File: config.mk
export PLATFORM = sky130hd
export DESIGN_NAME = uart_engine
export DESIGN_NICKNAME = d
export VERILOG_FILES = /design/src/rtl/uart_engine.sv
export SDC_FILE = /design/constraint.sdc
export NUM_CORES = 1
export LEC_CHECK = 0
export ABC_AREA = 1
export ABC_CLOCK_PERIOD_IN_PS = 9960
export CAP_MARGIN = 10
export CELL_PAD_IN_SITES_DETAIL_PLACEMENT = 2
export CELL_PAD_IN_SITES_GLOBAL_PLACEMENT = 2
export CORE_MARGIN = 10
export CORE_UTILIZATION = 35
export CTS_BUF_LIST = sky130_fd_sc_hd__clkbuf_8
export DETAILED_ROUTE_END_ITERATION = 7
export PLACE_DENSITY_LB_ADDON = 0.1
export SLEW_MARGIN = 20
export SYNTH_ARGS = -nofsm -noshare
export SYNTH_HDL_FRONTEND = slang
export SYNTH_SLANG_ARGS = --single-unit
File: constraint.sdc
create_clock -name clk -period 9.96 [get_ports clk]
set_input_delay 1.992 -clock clk [delete_from_list [all_inputs] [get_ports clk]]
set_output_delay 1.992 -clock clk [all_outputs]
set_load 0.005 [all_outputs]
File: src/rtl/uart_engine.sv
// Full-duplex UART engine: per-frame parity/stop configuration, valid/ready on both sides,
// per-entry parity/framing flags and overrun pulse. Define UART_RX_FIFO_EN for an RX FIFO.
module uart_engine #(
    parameter int CLK_BITS      = 16,
    parameter int DATA_WIDTH    = 8,
    parameter int RX_FIFO_DEPTH = 4
) (
    input  logic                  clk,
    input  logic                  rst,
    input  logic [CLK_BITS-1:0]   clk_per_bit,
    input  logic [1:0]            parity_mode,
    input  logic                  stop2,
    input  logic [DATA_WIDTH-1:0] tx_data,
    input  logic                  tx_valid,
    output logic                  tx_ready,
    output logic                  tx_out,
    output logic                  tx_busy,
    input  logic                  rx_in,
    output logic [DATA_WIDTH-1:0] rx_data,
    output logic                  rx_parity_err,
    output logic                  rx_frame_err,
    output logic                  rx_valid,
    input  logic                  rx_ready,
    output logic                  rx_overrun
);
    localparam int IDX_W = $clog2(DATA_WIDTH) + 1;
    localparam logic [CLK_BITS-1:0] CPB_MIN = CLK_BITS'(4);
    localparam logic [CLK_BITS-1:0] ONE     = CLK_BITS'(1);
    localparam logic [IDX_W-1:0]    LAST_DB = IDX_W'(DATA_WIDTH - 1);

    typedef struct packed {
        logic [DATA_WIDTH-1:0] data;
        logic                  parity_err;
        logic                  frame_err;
    } rx_entry_t;

    logic [CLK_BITS-1:0] cpb_eff;
    assign cpb_eff = (clk_per_bit < CPB_MIN) ? CPB_MIN : clk_per_bit;

    // ------------------------------------------------------------------ TX
    typedef enum logic [2:0] {TX_IDLE, TX_START, TX_DATA, TX_PARITY, TX_STOP} tx_state_t;
    tx_state_t             tx_state, tx_state_n;
    logic [CLK_BITS-1:0]   tx_cpb, tx_cnt;
    logic [IDX_W-1:0]      tx_idx;
    logic [DATA_WIDTH-1:0] tx_shift;
    logic                  tx_par_en, tx_par_bit, tx_stop2;
    logic                  tx_bit_end;
    logic                  tx_accept;

    assign tx_accept = tx_valid && tx_ready;
    assign tx_ready  = (tx_state == TX_IDLE);
    assign tx_busy   = !tx_ready;

    always_comb begin
        tx_state_n = tx_state;
        tx_bit_end = (tx_cnt == tx_cpb - ONE);
        case (tx_state)
            TX_IDLE:   if (tx_valid) tx_state_n = TX_START;
            TX_START:  if (tx_bit_end) tx_state_n = TX_DATA;
            TX_DATA:   if (tx_bit_end && tx_idx == LAST_DB)
                           tx_state_n = tx_par_en ? TX_PARITY : TX_STOP;
            TX_PARITY: if (tx_bit_end) tx_state_n = TX_STOP;
            TX_STOP:   if (tx_bit_end && (!tx_stop2 || tx_idx[0])) tx_state_n = TX_IDLE;
            default:   tx_state_n = TX_IDLE;
        endcase
    end

    // Decoded from state so reset forces the line high without waiting for a clock
    always_comb begin
        case (tx_state)
            TX_START:  tx_out = 1'b0;
            TX_DATA:   tx_out = tx_shift[0];
            TX_PARITY: tx_out = tx_par_bit;
            default:   tx_out = 1'b1;
        endcase
    end

    always_ff @(posedge clk or posedge rst) begin
        if (rst) begin
            tx_state   <= TX_IDLE;
            tx_cpb     <= CPB_MIN;
            tx_cnt     <= '0;
            tx_idx     <= '0;
            tx_shift   <= '0;
            tx_par_en  <= 1'b0;
            tx_par_bit <= 1'b0;
            tx_stop2   <= 1'b0;
        end else begin
            tx_state <= tx_state_n;
            if (tx_accept) begin
                tx_cpb     <= cpb_eff;
                tx_shift   <= tx_data;
                tx_par_en  <= ^parity_mode;
                tx_par_bit <= parity_mode[1] ? ~^tx_data : ^tx_data;
                tx_stop2   <= stop2;
                tx_cnt     <= '0;
                tx_idx     <= '0;
            end else if (tx_state != TX_IDLE) begin
                if (tx_bit_end) begin
                    tx_cnt <= '0;
                    tx_idx <= (tx_state_n != tx_state) ? '0 : tx_idx + IDX_W'(1);
                    if (tx_state == TX_DATA) tx_shift <= tx_shift >> 1;
                end else begin
                    tx_cnt <= tx_cnt + ONE;
                end
            end
        end
    end

    // ------------------------------------------------------------------ RX
    typedef enum logic [2:0] {RX_IDLE, RX_START, RX_DATA, RX_PARITY, RX_STOP} rx_state_t;
    rx_state_t             rx_state, rx_state_n;
    logic                  rx_meta, rx_s;
    logic [CLK_BITS-1:0]   rx_cpb, rx_cnt, rx_half;
    logic [IDX_W-1:0]      rx_idx;
    logic [DATA_WIDTH-1:0] rx_shift;
    logic                  rx_par_en, rx_par_odd, rx_stop2;
    logic                  rx_perr, rx_ferr;
    logic                  rx_tick, rx_par_exp, rx_write;
    rx_entry_t             wr_entry;

    // Synchroniser resets high so the line looks idle coming out of reset
    always_ff @(posedge clk or posedge rst) begin
        if (rst) begin
            rx_meta <= 1'b1;
            rx_s    <= 1'b1;
        end else begin
            rx_meta <= rx_in;
            rx_s    <= rx_meta;
        end
    end

    always_comb begin
        rx_state_n = rx_state;
        rx_write   = 1'b0;
        rx_half    = (rx_cpb - ONE) >> 1;
        rx_tick    = (rx_state == RX_START) ? (rx_cnt == rx_half - ONE)
                                            : (rx_cnt == rx_cpb - ONE);
        rx_par_exp = rx_par_odd ? ~^rx_shift : ^rx_shift;
        case (rx_state)
            RX_IDLE:   if (!rx_s) rx_state_n = RX_START;
            RX_START:  if (rx_tick) rx_state_n = rx_s ? RX_IDLE : RX_DATA;
            RX_DATA:   if (rx_tick && rx_idx == LAST_DB)
                           rx_state_n = rx_par_en ? RX_PARITY : RX_STOP;
            RX_PARITY: if (rx_tick) rx_state_n = RX_STOP;
            RX_STOP:   if (rx_tick && (!rx_stop2 || rx_idx[0])) begin
                           rx_state_n = RX_IDLE;
                           rx_write   = 1'b1;
                       end
            default:   rx_state_n = RX_IDLE;
        endcase
    end

    assign wr_entry = '{data: rx_shift, parity_err: rx_perr, frame_err: rx_ferr | ~rx_s};

    always_ff @(posedge clk or posedge rst) begin
        if (rst) begin
            rx_state   <= RX_IDLE;
            rx_cpb     <= CPB_MIN;
            rx_cnt     <= '0;
            rx_idx     <= '0;
            rx_shift   <= '0;
            rx_par_en  <= 1'b0;
            rx_par_odd <= 1'b0;
            rx_stop2   <= 1'b0;
            rx_perr    <= 1'b0;
            rx_ferr    <= 1'b0;
        end else begin
            rx_state <= rx_state_n;
            if (rx_state == RX_IDLE) begin
                if (!rx_s) begin
                    rx_cpb     <= cpb_eff;
                    rx_par_en  <= ^parity_mode;
                    rx_par_odd <= parity_mode[1];
                    rx_stop2   <= stop2;
                    rx_cnt     <= '0;
                    rx_idx     <= '0;
                    rx_perr    <= 1'b0;
                    rx_ferr    <= 1'b0;
                end
            end else if (rx_tick) begin
                rx_cnt <= '0;
                rx_idx <= (rx_state_n != rx_state) ? '0 : rx_idx + IDX_W'(1);
                case (rx_state)
                    RX_DATA:   rx_shift <= {rx_s, rx_shift[DATA_WIDTH-1:1]};
                    RX_PARITY: rx_perr  <= (rx_s != rx_par_exp);
                    RX_STOP:   rx_ferr  <= rx_ferr | ~rx_s;
                    default:   ;
                endcase
            end else begin
                rx_cnt <= rx_cnt + ONE;
            end
        end
    end

    // ------------------------------------------------------------ RX buffer
    rx_entry_t rx_head;
    logic      rx_consume;
    logic      rx_ovr_q;

    assign rx_consume    = rx_valid && rx_ready;
    assign rx_data       = rx_head.data;
    assign rx_parity_err = rx_head.parity_err;
    assign rx_frame_err  = rx_head.frame_err;
    assign rx_overrun    = rx_ovr_q;

`ifdef UART_RX_FIFO_EN
    localparam int PTR_W = $clog2(RX_FIFO_DEPTH);
    rx_entry_t        mem [RX_FIFO_DEPTH];
    logic [PTR_W:0]   wr_ptr, rd_ptr;
    logic             fifo_full, fifo_empty;

    assign fifo_empty = (wr_ptr == rd_ptr);
    assign fifo_full  = (wr_ptr[PTR_W] != rd_ptr[PTR_W]) &&
                        (wr_ptr[PTR_W-1:0] == rd_ptr[PTR_W-1:0]);
    assign rx_valid   = !fifo_empty;
    assign rx_head    = mem[rd_ptr[PTR_W-1:0]];

    always_ff @(posedge clk or posedge rst) begin
        if (rst) begin
            wr_ptr   <= '0;
            rd_ptr   <= '0;
            rx_ovr_q <= 1'b0;
            for (int i = 0; i < RX_FIFO_DEPTH; i++) mem[i] <= '0;
        end else begin
            // A pop in the same cycle frees the slot, so a full FIFO can still accept
            rx_ovr_q <= rx_write && fifo_full && !rx_consume;
            if (rx_write && (!fifo_full || rx_consume)) begin
                mem[wr_ptr[PTR_W-1:0]] <= wr_entry;
                wr_ptr <= wr_ptr + 1'b1;
            end
            if (rx_consume) rd_ptr <= rd_ptr + 1'b1;
        end
    end
`else
    logic hold_vld;
    assign rx_valid = hold_vld;

    always_ff @(posedge clk or posedge rst) begin
        if (rst) begin
            rx_head  <= '0;
            hold_vld <= 1'b0;
            rx_ovr_q <= 1'b0;
        end else begin
            rx_ovr_q <= rx_write && hold_vld && !rx_ready;
            if (rx_write && (!hold_vld || rx_ready)) begin
                rx_head  <= wr_entry;
                hold_vld <= 1'b1;
            end else if (rx_consume) begin
                hold_vld <= 1'b0;
            end
        end
    end
`endif

endmodule
==> results.cfg <==
[die]
fp.dieH_um = 166
io_pins = 47
dieArea_sq_um = 27400
core_sq_um = 21000
start_util_pct = 35.4
rows = 53
die_w_um = 166

[global_route]
track_usage_pct = 17.8
overflow = 0
grt_pass1_wl_um = 41300
grt_max_degree = 62
antenna_found_initial = 0
grt_pass1_vias = 7994

[detailed_routing]
ant_nets = 0
drc = 0
first_pass_iters = 4
finalWirelength_um = 24000
vias_per_cell = 5.12
wire_per_inst_um = 17.3
drt_iter0_markers = 289
vias = 7122

[synthesis]
synth_compound_area_share_pct = 8.86
synth_top_family_by_area = simple AND/OR/NAND/NOR gates
async_flop_share_pct = 100
syn_avg_cell_area_sq_um = 7.03
ys_ff_latch = 116
synthTopCellsByArea = dfrtp_1 (38%), nand2_1 (15%), nand3_1 (6.5%), inv_1 (6.2%), nor2_1 (5.6%)
syn_area_sq_um = 7420
synth_cells = 1056
muxShareOfSynthArea_pct = 0
synth.distinct_cells = 41
synth_fa_ha_area_share_pct = 1.18
seq_area_frac_synth_pct = 39.2
synthXorXnorAreaFrac_pct = 7.20
synth-simple-area-share_pct = 35.6
synth-main-ff-cell = dfrtp_1
synth_top_area_share_pct = 37.7
synth_edf_count = 0
synth_warnings = 0
yosys.area.top_type = dfrtp_1
synth_fp_nets = 1095

[cts]
cts_root_buf = clkbuf_8
cts_tree = yes
cts_setup_buffers = 0
hold_buffers = 0
cts_buffer_depth = 2
clk_latency_ns = 0.46
clkSinkCount = 116
cts_resized = 0
clkSlewWorstSetupHoldPaths_ns = 0.09
numCtsBuffers = 17
htreeDepth = 4

[power_and_ir_drop]
pwr_density_cell_nw_per_um2 = 148
power_frac_comb_pct = 19.4
switching_power_mw = 0.428
pwr-share-seq_pct = 44.2
ir_drop_mv = 0.0869
p_int_mw = 0.837
clkPwrFrac_pct = 36.4
leakage_nw = 3.94
switching_share_pct = 33.8

[final_layout]
layout-drive-gt1-share_pct = 8.24
area_growth_pct = 15.3
design_area_sq_um = 8560
utilization_pct = 40.9
final_net_count = 1143
n_antenna_cell = 0

[sta]
fin_skew_ns = 0.0264
min_period_ns = 4.54
fmax_ghz = 0.220
finalMaxSlewViolations = 0
hold_viol = 0
setup_tns_ns = 0
whs_ns = 0.361
setup_viol = 0
period_share_pct = 45.6
rsz0062_at_grt = false
worst_pin_slew_ns = 0.912
slew_headroom_pct = 38.8

[job]
cap_violations = 0

[setup_path]
cpPeakStageDelay_ns = 0.72
critPathTopFamily = simple AND/OR/NAND/NOR gates
cp.required_ns = 10.27
path_buf_inv = 4
cp-end-kind = register
critPathSlowestCell = clkinv_1
worstPathMaxFanout = 20
worstPathArrival_ns = 4.86
crit_chain = inv_1 -> nor2_2 -> nand2_1 -> clkinv_1 -> nand2_1 -> nand2_1 -> xor2_1 -> nor2_1 -> nand3_1 -> nor2_1 -> nand3_1 -> nor2_1 -> nand2_1 -> nor2_1 -> nand3_1 -> nor2_2 -> buf_4 -> nand2_1 -> inv_2 -> nand3_1 -> nand2_1 -> o21ai_1
crit_type = reg -> reg
worst_setup_path_start_kind = register
cpMostUsedCell = nand2_1

[placed_design]
port_buffers = 46
place_congestion = 0.792
placed_area_sq_um = 8160
dpl.hpwl_um = 18600

[worst_hold_path]
hold_path_class = reg -> reg

[outcome]
status = finished clean
==> cell usage after synthesis, types with 10 or more instances <==
cell      instances
nand2_1         303
inv_1           123
dfrtp_1         112
nor2_1          111
nand3_1          96
o21ai_0          58
xor2_1           36
o21ai_1          25
xnor2_1          25
nor3_1           19
a21oi_1          16
nand4_1          13
clkbuf_1         12
nand2_2          11
nor2_2           10
o22ai_1          10
==> cells by family after synthesis <==
kind of cell | after synthesis
AND/OR/NAND/NOR | 597
buffers and inverters | 152
AO/OA/AOI/OAI | 123
XOR/XNOR | 61
flip-flops | 116
adder cells (fa/ha/maj) | 7
==> per-stage QoR <==
stage / cells / worst slack, ns / power, mW
6_report: 1392 / 5.42 / 1.26
5_1_grt: 1392 / 4.66 / 1.35
4_1_cts: 1392 / 5.36 / 1.29
3_5_place_dp: 1360 / 5.37 / 0.816
3_3_place_gp: 1360 / 5.63 / 0.806
2_1_floorplan: 1056 / 4.90 / 0.733
==> worst paths after layout <==
check / slack, ns / end / from / cells past startpoint
max in group asynchronous: 6.62 / rx_cpb[13]$_DFFE_PP0P_ / rst / 3
min in group asynchronous: 2.03 / rx_data[6]$_DFFE_PP0P_ / rst / 2
min: 0.36 / rx_s$_DFF_PP1_ / rx_meta$_DFF_PP1_ / 0
max: 5.42 / rx_data[3]$_DFFE_PP0P_ / rx_state[0]$_DFF_PP0_ / 22
min reg2reg: 0.36 / rx_s$_DFF_PP1_ / rx_meta$_DFF_PP1_ / 0
max reg2reg: 5.42 / rx_data[3]$_DFFE_PP0P_ / rx_state[0]$_DFF_PP0_ / 22
==> flip-flops by register name (all words and copies together) (netlist names), 3 cells and up <==
register / count
tx_cnt: 16
tx_cpb: 16
rx_state: 3
rx_cpb: 16
tx_idx: 4
rx_data: 8
tx_state: 3
tx_shift: 8
rx_shift: 8
rx_cnt: 16
rx_idx: 4
==> cells in the final DEF, fill, tap and decap left out, drive strengths merged <==
cell type	Yosys	layout
nand2	315	315
inv	130	138
nor2	128	128
dfrtp	112	112
nand3	102	102
o21ai	83	83
clkdlybuf4s50	0	46
xor2	36	36
xnor2	25	25
nor3	20	20
clkbuf	12	17
a21oi	17	17
nand4	14	14
o22ai	10	10
nor4	8	8
a31oi	8	8
ha	7	7
buf	9	4
dfstp	4	4
clkinv	1	4
or2	3	3
nand3b	3	3
nor3b	3	3
clkinvlp	0	2
bufinv	0	2
a22oi	1	1
and3	1	1
a2bb2oi	1	1
o2111ai	1	1
o32ai	1	1
a211oi	1	1
==> power by group through the flow <==
stage / Clock (mW) / Combinational [mW] / Sequential (mW)
final: 0.460 / 0.245 / 0.559
after global routing: 0.495 / 0.288 / 0.566
after CTS: 0.475 / 0.251 / 0.559
after detailed placement: 0 / 0.248 / 0.568
after global placement: 0 / 0.240 / 0.566
after floorplan: 0 / 0.182 / 0.551
==> per-layer routing <==
layer,routed length (um),track usage [%],up-vias
li1,-,-,3489
met1,11400,22.3,3552
met2,11800,30.8,70
met3,572,3.22,11
met4,173,4.08,0
met5,0,0,-
==> final cells by class <==
cell class,instances,area [sq um]
Clock buffer,17,234
Clock inverter,15,168
Fill cell,2530,12400
Inverter,131,494
Multi-Input combinational cell,788,3930
Sequential cell,116,2910
Tap cell,275,344
Timing Repair Buffer,50,490
(Power assumes the default switching activity.)
